==> config.mk <==
export PLATFORM = sky130hd
export DESIGN_NAME = serial_rca_adder
export DESIGN_NICKNAME = d
export VERILOG_FILES = /design/src/rtl/serial_rca_adder.sv
export SDC_FILE = /design/constraint.sdc
export NUM_CORES = 1
export LEC_CHECK = 0
export ABC_AREA = 0
export CAP_MARGIN = 0
export CORE_ASPECT_RATIO = 0.8
export CORE_MARGIN = 5
export CORE_UTILIZATION = 32
export CTS_CLUSTER_SIZE = 25
export DETAILED_ROUTE_END_ITERATION = 6
export DONT_BUFFER_PORTS = 1
export GPL_TIMING_DRIVEN = 0
export SLEW_MARGIN = 20
export SYNTH_ARGS = -nofsm -noshare
export SYNTH_HDL_FRONTEND = slang
export SYNTH_SLANG_ARGS = --single-unit
==> constraint.sdc <==
create_clock -name clk -period 1.8 [get_ports clk]
set_clock_uncertainty 0.1 [all_clocks]
set_input_delay 0.27 -clock clk [delete_from_list [all_inputs] [get_ports clk]]
set_output_delay 0.27 -clock clk [all_outputs]
set_load 0.05 [all_outputs]
==> src/rtl/serial_rca_adder.sv <==
// Bit-serial ripple-carry adder: one full-adder slice plus a carry flip-flop, LSB first.
// Optional SERIAL_SUB_EN adds a 'sub' input that turns the slice into a full subtractor.
module serial_rca_adder #(
  parameter int WIDTH = 8
) (
  input  logic             clk,
  input  logic             rst,
  input  logic             start,
  input  logic [WIDTH-1:0] a,
  input  logic [WIDTH-1:0] b,
  input  logic             cin,
`ifdef SERIAL_SUB_EN
  input  logic             sub,
`endif
  output logic             busy,
  output logic             done,
  output logic [WIDTH-1:0] sum,
  output logic             cout,
  output logic [1:0]       state_dbg
);

  localparam int CW = $clog2(WIDTH + 1);

  typedef enum logic [1:0] {
    IDLE = 2'd0,
    RUN  = 2'd1,
    DONE = 2'd2
  } state_t;

  // Handshake: start is sampled on a rising edge only while the FSM sits in
  // IDLE or DONE; in RUN it is ignored. done is a single-cycle pulse in DONE,
  // and sum/cout are valid from that cycle until the next completion.

  state_t           state_q, state_d;
  logic [WIDTH-1:0] a_sh, b_sh;
  logic [WIDTH-2:0] r_sh;
  logic             carry_q;
  logic [CW-1:0]    cnt_q;
  logic [WIDTH-1:0] sum_q;
  logic             cout_q;
`ifdef SERIAL_SUB_EN
  logic             sub_q;
`endif

  logic             a0, b0;
  logic             s_bit;
  logic             c_next;
  logic             last_bit;
  logic             accept;
  logic [WIDTH-1:0] r_full;

  assign a0       = a_sh[0];
  assign b0       = b_sh[0];
  assign s_bit    = a0 ^ b0 ^ carry_q;
  assign last_bit = (cnt_q == CW'(WIDTH - 1));
  assign accept   = start && ((state_q == IDLE) || (state_q == DONE));
  // Result bits collected so far with the current bit at the MSB end; at the
  // last bit this is the complete sum.
  assign r_full   = {s_bit, r_sh};

  always_comb begin
    c_next = (a0 & b0) | (a0 & carry_q) | (b0 & carry_q);
`ifdef SERIAL_SUB_EN
    if (sub_q) begin
      c_next = (~a0 & carry_q) | (~a0 & b0) | (b0 & carry_q);
    end
`endif
  end

  always_ff @(posedge clk) begin
    if (rst) begin
      state_q <= IDLE;
    end else begin
      state_q <= state_d;
    end
  end

  always_comb begin
    state_d = state_q;
    case (state_q)
      IDLE: begin
        if (start) state_d = RUN;
      end
      RUN: begin
        if (last_bit) state_d = DONE;
      end
      DONE: begin
        state_d = start ? RUN : IDLE;
      end
      default: state_d = IDLE;
    endcase
  end

  always_ff @(posedge clk) begin
    if (rst) begin
      a_sh    <= '0;
      b_sh    <= '0;
      r_sh    <= '0;
      carry_q <= 1'b0;
      cnt_q   <= '0;
      sum_q   <= '0;
      cout_q  <= 1'b0;
`ifdef SERIAL_SUB_EN
      sub_q   <= 1'b0;
`endif
    end else if (accept) begin
      a_sh    <= a;
      b_sh    <= b;
      r_sh    <= '0;
      carry_q <= cin;
      cnt_q   <= '0;
`ifdef SERIAL_SUB_EN
      sub_q   <= sub;
`endif
    end else if (state_q == RUN) begin
      a_sh    <= a_sh >> 1;
      b_sh    <= b_sh >> 1;
      r_sh    <= r_full[WIDTH-1:1];
      carry_q <= c_next;
      cnt_q   <= cnt_q + CW'(1);
      if (last_bit) begin
        sum_q  <= r_full;
        cout_q <= c_next;
      end
    end
  end

  assign busy      = (state_q == RUN);
  assign done      = (state_q == DONE);
  assign sum       = sum_q;
  assign cout      = cout_q;
  assign state_dbg = state_q;

endmodule

==> impl_metrics.json, run 1 <==
{
  "final_critical_path_setup_slack_ns": 0.0936,
  "gp_routability_congestion": 0.739,
  "dpl_worst_slack_ns": -0.139,
  "numPortBuffers": 0,
  "grt_antenna_before_repair": 0,
  "multi_input_comb_area_um2": 692,
  "nNetsFinal": 209,
  "critical_path.max_fanout": 10,
  "cts_max_level": 2,
  "grt-ovfl-total": 0,
  "syn_area_mm2": 0.00155,
  "irDropWorstVdd_uv": 495,
  "synth.ff_latch_count": 39,
  "avg_cell_area_syn_um2": 8.61,
  "final-seq-area_um2": 788,
  "leakage_power_uw": 0.000585,
  "layout.cells.most_common_list": "44 x nand2_1, 37 x dfxtp_1, 20 x nor3_1, 13 x a21oi_1, 10 x mux2i_1",
  "clk_latency_ns": 0.29,
  "drt.antenna.violating_nets": 0,
  "n_fill_cell": 480,
  "routed-wl-met3_um": 201,
  "dr.pass1.iters": 4,
  "synth_warnings": 0,
  "cts.path.max_buffers": 2,
  "timing.slew.headroom_pct": 65.2,
  "grt_total_usage_pct": 12.0,
  "worst-setup-path-type": "register to output port",
  "worstHoldPathType": "primary input to register",
  "post_route_cells_drive_above_1_share_pct": 11.2,
  "status": "completed",
  "cp_cell_sequence": "nand2b_1 > clkinv_2 > buf_4",
  "critPathCaptureType": "output port",
  "synth-seq-area-share_pct": 50.4,
  "wl_um": 3430,
  "setup.worst_path.start": "state_dbg[1]$_SDFFE_PP0P_",
  "die_height_um": 72.3,
  "setup_viol": 0,
  "grt_setup_unrepaired": "false",
  "cp_slowest_cell": "dfxtp_4",
  "cts_inserted_buffers": 5,
  "r2r_end": "a_sh[7]$_SDFFE_PP0P_",
  "layout_commonest_cell": "nand2_1",
  "tritoncts_clock_tree": "done",
  "synth.net_count": 202,
  "p_total_uw": 1710,
  "timing.critical_path.to": "busy",
  "wl_per_cell_um": 13.9,
  "regToRegSetupSlack_ns": 0.27,
  "worst_r2r_startpoint": "state_dbg[0]$_SDFFE_PP0P_",
  "hold_viol_final": 0,
  "post-route-period-util_pct": 94.8,
  "placeableCoreArea_mm2": 0.00465,
  "ctsResizeCount": 6,
  "synthesis.instances": 180,
  "grt_pass1_vias": 1173,
  "first_pass_grt_wire_length_um": 5890,
  "initial_core_util_pct": 33.3,
  "drt_iter0_drc": 61,
  "maxUsedRoutingLayer": "met4",
  "hpwl_um": 2420,
  "die_width_um": 87.8,
  "ys_types": 27,
  "hold_fix_buffer_count_after_cts": 0,
  "worst-slew-pin-transition_ns": 0.521,
  "remaining_drc_errors": 0,
  "critical_path.max_stage_delay_ns": 0.45,
  "area_growth_syn_to_layout_pct": 11.2,
  "postCtsSetupBuffers": 0,
  "finalWorstPathRequiredPeriod_ns": 1.71,
  "dr_total_vias": 1217,
  "cts_sinks": 39,
  "via_per_inst": 4.93,
  "wl_met2_um": 1450,
  "power.density_cell_area_mw_per_mm2": 990,
  "startpoint_type": "register",
  "grt_start_max_net_pins": 12,
  "ff_to_ff_path_depth": 4,
  "critPathArrivalTime_ns": 1.34,
  "worst_setup_hold_path_clk_slew_ns": 0.08,
  "rows": 22,
  "ctsRootBufferMaster": "clkbuf_8",
  "dieArea_mm2": 0.00635,
  "critical_path_required_ns": 1.43,
  "pin_count": 33,
  "maxCapViolations": 0,
  "max_freq_mhz": 586,
  "m1WireLength_um": 1730,
  "num_antenna_cells": 0,
  "timing.final.max_slew_violations": 0
}
==> cell families after synthesis <==
group,count (synthesis),share of synthesized area (%)
AND/OR/NAND/NOR,79,22.9
XOR/XNOR,2,1.13
flip-flops,39,50.4
AO/OA/AOI/OAI,33,12.0
multiplexers,10,6.46
buffers and inverters,15,5.00
adder cells (fa/ha/maj),2,2.10
==> cell usage after synthesis <==
master / instances / area, um^2
a21oi_1: 13 / 65.1
a22oi_1: 2 / 15.0
a31oi_1: 4 / 25.0
and2b_1: 1 / 7.51
buf_2: 8 / 40.0
buf_4: 1 / 7.51
buf_6: 1 / 11.3
clkbuf_1: 3 / 11.3
clkinv_1: 1 / 3.75
dfxtp_1: 39 / 781
fa_1: 1 / 20.0
ha_1: 1 / 12.5
inv_1: 1 / 3.75
mux2i_1: 10 / 100
nand2_1: 44 / 165
nand2b_1: 2 / 12.5
nand3_1: 4 / 20.0
nand3b_1: 2 / 15.0
nor2_1: 3 / 11.3
nor2_4: 1 / 11.3
nor2b_1: 1 / 6.26
nor3_1: 20 / 100
o21ai_0: 5 / 25.0
o22ai_1: 9 / 56.3
or3_1: 1 / 6.26
xnor2_1: 1 / 8.76
xor2_1: 1 / 8.76
==> power breakdown <==
group	internal, uW	switching (uW)
Clock	300	285
Sequential	902	34.0
Combinational	68.8	117
==> flip-flops by register name, indices dropped and copies added (netlist names) <==
signal	flops
carry_q	1
state_dbg	2
b_sh	8
sum	8
a_sh	8
cout	1
cnt_q	4
r_sh	7
==> routing by layer <==
metal	vias up	track usage [%]
met1	560	16.6
met4	0	4.09
li1	627	-
met5	-	0
met2	25	16.8
met3	5	4.65
==> worst max-delay path, delay by kind of cell (launching register included) <==
family | cells | cell delay (ns)
DFF | 1 | 0.45
and+or+nand+nor | 1 | 0.18
buffers and inverters | 2 | 0.40
==> worst min path at each step <==
stage	from	end	slack [ns]	cells after the start
finish	a[7]	a_sh[7]$_SDFFE_PP0P_	0.03	2
detailed placement	a[7]	a_sh[7]$_SDFFE_PP0P_	0.33	2
global placement	a[7]	a_sh[7]$_SDFFE_PP0P_	0.31	2
CTS	a[7]	a_sh[7]$_SDFFE_PP0P_	0.02	2
global route	a[7]	a_sh[7]$_SDFFE_PP0P_	0.02	2
floorplan	a[7]	a_sh[7]$_SDFFE_PP0P_	0.31	2
==> through the flow <==
step                      cell area (um^2)  utilization, %  hold slack [ns]  cells  TNS, ns
after floorplan                       1550               -            0.306    180        0
after detailed placement              1630            34.9            0.332    240    -1.50
after global placement                1630            34.9            0.315    240    -1.21
final                                 1720            37.1           0.0303    247        0
after global routing                  1720            37.1           0.0208    247        0
after CTS                             1720            37.1           0.0229    247        0
==> layout make-up <==
cell class              count  share of cell area [%]
flip-flops and latches     39                    45.7
multi-input cells         126                    40.1
inverters                   2                   0.508
plain buffers              13                    4.21
well taps                  60                    4.35
clock buffers               6                    4.79
clock inverters             1                   0.290
(Power assumes the default switching activity.)
==> inputs of run 2 (changes only) <==
==> constraint.sdc (replaced) <==
create_clock -name clk -period 1.7 [get_ports clk]
set_clock_uncertainty 0.1 [all_clocks]
set_input_delay 0.255 -clock clk [delete_from_list [all_inputs] [get_ports clk]]
set_output_delay 0.255 -clock clk [all_outputs]
set_load 0.05 [all_outputs]
==> impl_metrics.json, run 2 (synthesis results as in run 1) <==
{
  "status": "completed",
  "pin_count": 33,
  "die_height_um": 72.3,
  "seq_power_share_pct": 54.7,
  "dr_total_vias": 1239,
  "worst-setup-path-type": "register to output port",
  "die_width_um": 87.8,
  "ff_to_ff_path_depth": 4,
  "critical_path.max_fanout": 10,
  "placeableCoreArea_mm2": 0.00465,
  "layout_commonest_cell": "nand2_1",
  "leakage_power_uw": 0.000583,
  "dr.pass1.iters": 4,
  "critical_path_required_ns": 1.34,
  "p_total_uw": 1810,
  "numPortBuffers": 0,
  "grt_pass1_vias": 1207,
  "worst_r2r_startpoint": "state_dbg[1]$_SDFFE_PP0P_",
  "switchingPower_uw": 497,
  "min_delay_worst_endpoint": "a_sh[0]$_SDFFE_PP0P_",
  "wl_um": 3630,
  "startpoint_type": "register",
  "hold_viol_final": 0,
  "first_pass_grt_wire_length_um": 6060,
  "grt_setup_unrepaired": "false",
  "grt_start_max_net_pins": 14,
  "layout.cells.most_common_list": "44 x nand2_1, 37 x dfxtp_1, 20 x nor3_1, 13 x a21oi_1, 10 x mux2i_1",
  "internal_power_uw": 1320,
  "drt_iter0_drc": 76,
  "clk_latency_ns": 0.29,
  "dpl_cell_area_mm2": 0.00163,
  "hpwl_um": 2490,
  "path_delay_family": "flip-flops",
  "cp_cell_sequence": "nand2b_1 > inv_4 > buf_6",
  "cts_sinks": 39,
  "remaining_drc_errors": 0,
  "worst_setup_hold_path_clk_slew_ns": 0.08,
  "cts_max_level": 2,
  "max_freq_mhz": 614,
  "dieArea_mm2": 0.00635,
  "cp_slowest_cell": "dfxtp_4",
  "timing.slew.headroom_pct": 65.5,
  "grt_total_usage_pct": 12.1,
  "ctsRootBufferMaster": "clkbuf_8",
  "worstHoldPathType": "primary input to register",
  "num_antenna_cells": 0,
  "power.density_cell_area_mw_per_mm2": 1040,
  "grt-ovfl-total": 0,
  "tritoncts_clock_tree": "done",
  "wl_per_cell_um": 14.6,
  "r2r_end": "sum[4]$_SDFFE_PP0P_",
  "post_route_cells_drive_above_1_share_pct": 11.6,
  "critPathCaptureType": "output port",
  "initial_core_util_pct": 33.3,
  "crit_buf_inv": 2,
  "pwr-share-comb_pct": 11.2,
  "worst-slew-pin-transition_ns": 0.516,
  "cts_inserted_buffers": 5,
  "maxCapViolations": 0,
  "regToRegSetupSlack_ns": 0.16,
  "setup_viol": 0,
  "switching_share_pct": 27.4,
  "postCtsSetupBuffers": 0,
  "finalWorstPathRequiredPeriod_ns": 1.63,
  "via_per_inst": 4.98,
  "timing.final.max_slew_violations": 0,
  "critical_path.max_stage_delay_ns": 0.41,
  "gp_routability_congestion": 0.741,
  "post-route-period-util_pct": 95.9,
  "startpoint_of_the_worst_hold_path": "a[0]",
  "area_growth_syn_to_layout_pct": 12.3,
  "fin_area_mm2": 0.00174,
  "hold-path-cell-count": 2,
  "holdWs_ns": 0.0618,
  "critPathArrivalTime_ns": 1.27,
  "grt_antenna_before_repair": 0,
  "irDropWorstVdd_uv": 416,
  "clock_network_fraction_of_design_power_pct": 34.1,
  "rows": 22,
  "nNetsFinal": 210,
  "drt.antenna.violating_nets": 0,
  "cts.path.max_buffers": 2
}
-- run 2: cell types whose count changed in the layout (fill, tap and decap cells not counted) --
cell | previous run | this run
clkinv_2 | 2 | 1
clkbuf_8 | 6 | 5
buf_6 | 1 | 2
buf_4 | 2 | 1
clkinvlp_4 | 0 | 2
dlygate4sd3_1 | 0 | 1
inv_4 | 0 | 1
-- run 2: repair_timing --
item | in CTS | in global routing
hold buffers | 1 | 0
resized for setup | 5 | 2
setup endpoints to repair | 35 | 1
hold endpoints to repair | 1 | 0
-- run 2: layer usage --
| metal | vias to the layer above | GRT usage (%) | routed length, um |
|---|---|---|---|
| met5 | - | 0 | 0 |
| met4 | 0 | 3.07 | 17 |
| met3 | 2 | 4.31 | 200 |
| met2 | 25 | 17.2 | 1560 |
| met1 | 580 | 17.3 | 1850 |
| li1 | 632 | - | - |
-- run 2: worst max-delay path by stage --
stage	to	from	cells past startpoint	slack [ns]
after floorplan	r_sh[0]$_SDFFE_PP0N_	state_dbg[0]$_SDFFE_PP0P_	5	0.01
after global placement	r_sh[5]$_SDFFE_PP0N_	state_dbg[0]$_SDFFE_PP0P_	5	-0.22
after detailed placement	r_sh[2]$_SDFFE_PP0N_	state_dbg[0]$_SDFFE_PP0P_	5	-0.23
after CTS	busy	state_dbg[1]$_SDFFE_PP0P_	3	0.002
after global routing	busy	state_dbg[0]$_SDFFE_PP0P_	3	0.01
final	busy	state_dbg[1]$_SDFFE_PP0P_	3	0.07
-- run 2: metrics by stage --
| stage | cells | util (%) | setup TNS [ns] | worst slack [ns] |
|---|---|---|---|---|
| 5_1_grt | 249 | 37.4 | 0 | 0.0149 |
| 3_3_place_gp | 240 | 35.0 | -2.88 | -0.215 |
| 6_report | 249 | 37.4 | 0 | 0.0702 |
| 4_1_cts | 249 | 37.3 | 0 | 0.00191 |
| 2_1_floorplan | 180 | - | 0 | 0.0103 |
| 3_5_place_dp | 240 | 35.0 | -3.45 | -0.227 |
-- run 2: area by class of cell --
type	instances	area, um^2
Clock buffer	5	68.8
Clock inverter	3	20.0
Buffer	13	76.3
Tap cell	60	75.1
Timing Repair Buffer	1	10.0
Sequential cell	39	788
Inverter	2	10.0
Multi-Input combinational cell	126	692
Fill cell	475	2910
-- run 2: power groups by stage --
stage / clock [uW] / sequential [uW] / combinational, uW
CTS: 638 / 991 / 202
global placement: 0 / 1010 / 194
global route: 689 / 997 / 229
finish: 618 / 991 / 204
floorplan: 0 / 1000 / 157
detailed placement: 0 / 1010 / 197
==> inputs of run 3 (changes only) <==
--- a/config.mk
+++ b/config.mk
@@ -14,6 +14,7 @@
 export DETAILED_ROUTE_END_ITERATION = 6
 export DONT_BUFFER_PORTS = 1
 export GPL_TIMING_DRIVEN = 0
+export SETUP_SLACK_MARGIN = 0.4
 export SLEW_MARGIN = 20
 export SYNTH_ARGS = -nofsm -noshare
 export SYNTH_HDL_FRONTEND = slang
==> impl_metrics.json, run 3 (synthesis results as in run 1) <==
{
  "n_fill_cell": 452,
  "cts_inserted_buffers": 5,
  "critical_path_required_ns": 1.34,
  "ctsRootBufferMaster": "clkbuf_8",
  "grt_antenna_before_repair": 0,
  "setup.worst_path.start": "state_dbg[1]$_SDFFE_PP0P_",
  "num_antenna_cells": 0,
  "crit_buf_inv": 2,
  "ff_to_ff_path_depth": 6,
  "via_per_inst": 4.97,
  "worst_setup_hold_path_clk_slew_ns": 0.08,
  "timing.slew.headroom_pct": 69.9,
  "pin_count": 33,
  "setup_viol": 0,
  "switching_share_pct": 26.2,
  "drt.antenna.violating_nets": 0,
  "worst-setup-path-type": "register to output port",
  "critical_path.max_stage_delay_ns": 0.46,
  "switchingPower_uw": 519,
  "r2r_end": "a_sh[2]$_SDFFE_PP0P_",
  "layout.core_utilization_pct": 42.6,
  "grt_setup_unrepaired": "true",
  "max_freq_mhz": 657,
  "wl_met2_um": 1590,
  "worst-slew-pin-transition_ns": 0.451,
  "area_growth_syn_to_layout_pct": 27.8,
  "wl_um": 3710,
  "grt_start_max_net_pins": 14,
  "maxCapViolations": 0,
  "remaining_drc_errors": 0,
  "cts.path.max_buffers": 2,
  "finalWorstPathRequiredPeriod_ns": 1.52,
  "die_width_um": 87.8,
  "seq_power_share_pct": 50.2,
  "tritoncts_clock_tree": "done",
  "dr.pass1.iters": 4,
  "pwr-share-comb_pct": 14.0,
  "power.density_cell_area_mw_per_mm2": 1000,
  "dr_total_vias": 1273,
  "cp_slowest_cell": "dfxtp_4",
  "rows": 22,
  "routed-wl-met3_um": 228,
  "initial_core_util_pct": 33.3,
  "hpwl_um": 2500,
  "status": "completed",
  "leakage_power_uw": 0.000684,
  "die_height_um": 72.3,
  "irDropWorstVdd_uv": 539,
  "hold_viol_final": 0,
  "clock_network_fraction_of_design_power_pct": 35.9,
  "dieArea_mm2": 0.00635,
  "nNetsFinal": 217,
  "timing.critical_path.to": "busy",
  "critical_path.max_fanout": 5,
  "path_delay_family": "flip-flops",
  "layout.cells.most_common_list": "44 x nand2_1, 26 x dfxtp_1, 16 x nor3_1, 13 x a21oi_1",
  "cp_cell_sequence": "nand2b_4 > clkinv_8 > buf_12",
  "layout_commonest_cell": "nand2_1",
  "critPathArrivalTime_ns": 1.17,
  "worstHoldPathType": "primary input to register",
  "internal_power_uw": 1460,
  "post-route-period-util_pct": 89.6,
  "final_total_negative_setup_slack_ns": 0,
  "startpoint_type": "register",
  "wl_per_cell_um": 14.5,
  "cts_sinks": 39,
  "first_pass_grt_wire_length_um": 6150,
  "drt_iter0_drc": 70,
  "grt_total_usage_pct": 12.6,
  "m1WireLength_um": 1820,
  "timing.final.max_slew_violations": 0,
  "cts_max_level": 2,
  "maxUsedRoutingLayer": "met4",
  "placeableCoreArea_mm2": 0.00465,
  "post_route_cells_drive_above_1_share_pct": 26.5,
  "regToRegSetupSlack_ns": 0.20,
  "path_depth": 3,
  "critPathCaptureType": "output port",
  "worst_r2r_startpoint": "state_dbg[1]$_SDFFE_PP0P_",
  "numPortBuffers": 0,
  "gp_routability_congestion": 0.703,
  "grt-ovfl-total": 0,
  "grt_pass1_vias": 1237,
  "clk_latency_ns": 0.29
}
[run 3: power by group through the flow]
stage / Combinational [uW] / Clock, uW / Sequential (uW)
2_1_floorplan: 164 / 0 / 1000
3_3_place_gp: 205 / 0 / 1010
3_5_place_dp: 207 / 0 / 1010
4_1_cts: 250 / 742 / 991
5_1_grt: 304 / 788 / 1000
6_report: 277 / 711 / 994
[run 3: worst min-delay path by stage]
stage	cells past startpoint	slack, ns	from	end
floorplan	2	0.29	a[7]	a_sh[7]$_SDFFE_PP0P_
global placement	2	0.30	a[7]	a_sh[7]$_SDFFE_PP0P_
detailed placement	2	0.32	a[7]	a_sh[7]$_SDFFE_PP0P_
CTS	2	0.06	b[0]	b_sh[0]$_SDFFE_PP0P_
global route	2	0.05	a[3]	a_sh[3]$_SDFFE_PP0P_
finish	2	0.05	a[3]	a_sh[3]$_SDFFE_PP0P_
[run 3: worst reg2reg max path: cells and delay by family (launching register included)]
kind	cells	cell delay, ns
flip-flops	1	0.46
buffers and inverters	3	0.36
AND/OR/NAND/NOR	3	0.45
[run 3: repair_timing]
| action | CTS | global route |
|---|---|---|
| pin swaps | 1 | 4 |
| hold buffers | 1 | 0 |
| endpoints found under the setup margin | 49 | 40 |
| buffers inserted | 5 | 1 |
| endpoints found under the hold margin | 1 | 0 |
| gates resized for setup | 21 | 15 |
| gates cloned | 1 | 0 |
[run 3: per-layer routing]
layer	GRT usage [%]	vias to the layer above
met5	0	-
met4	5.62	0
met3	4.77	7
met2	17.8	31
met1	17.0	588
li1	-	647
[run 3: through the flow]
step | setup slack [ns] | hold slack [ns] | cells | cell area [um^2] | total power (uW)
final | 0.177 | 0.0489 | 256 | 1980 | 1980
after global routing | 0.133 | 0.0500 | 256 | 1980 | 2090
after global placement | 0.213 | 0.300 | 240 | 1660 | 1220
after CTS | 0.163 | 0.0571 | 255 | 1900 | 1980
after floorplan | 0.401 | 0.291 | 180 | 1580 | 1170
after detailed placement | 0.202 | 0.317 | 240 | 1660 | 1220
[run 3: cell type report]
type                    instances  area, um^2  area share (%)
repair buffers                  8        95.1            4.80
flip-flops and latches         39         805            40.6
clock inverters                 2        13.8           0.695
plain buffers                  13         116            5.87
inverters                       2        20.0            1.01
clock buffers                   6        93.8            4.74
well taps                      60        75.1            3.79
multi-input cells             126         762            38.5
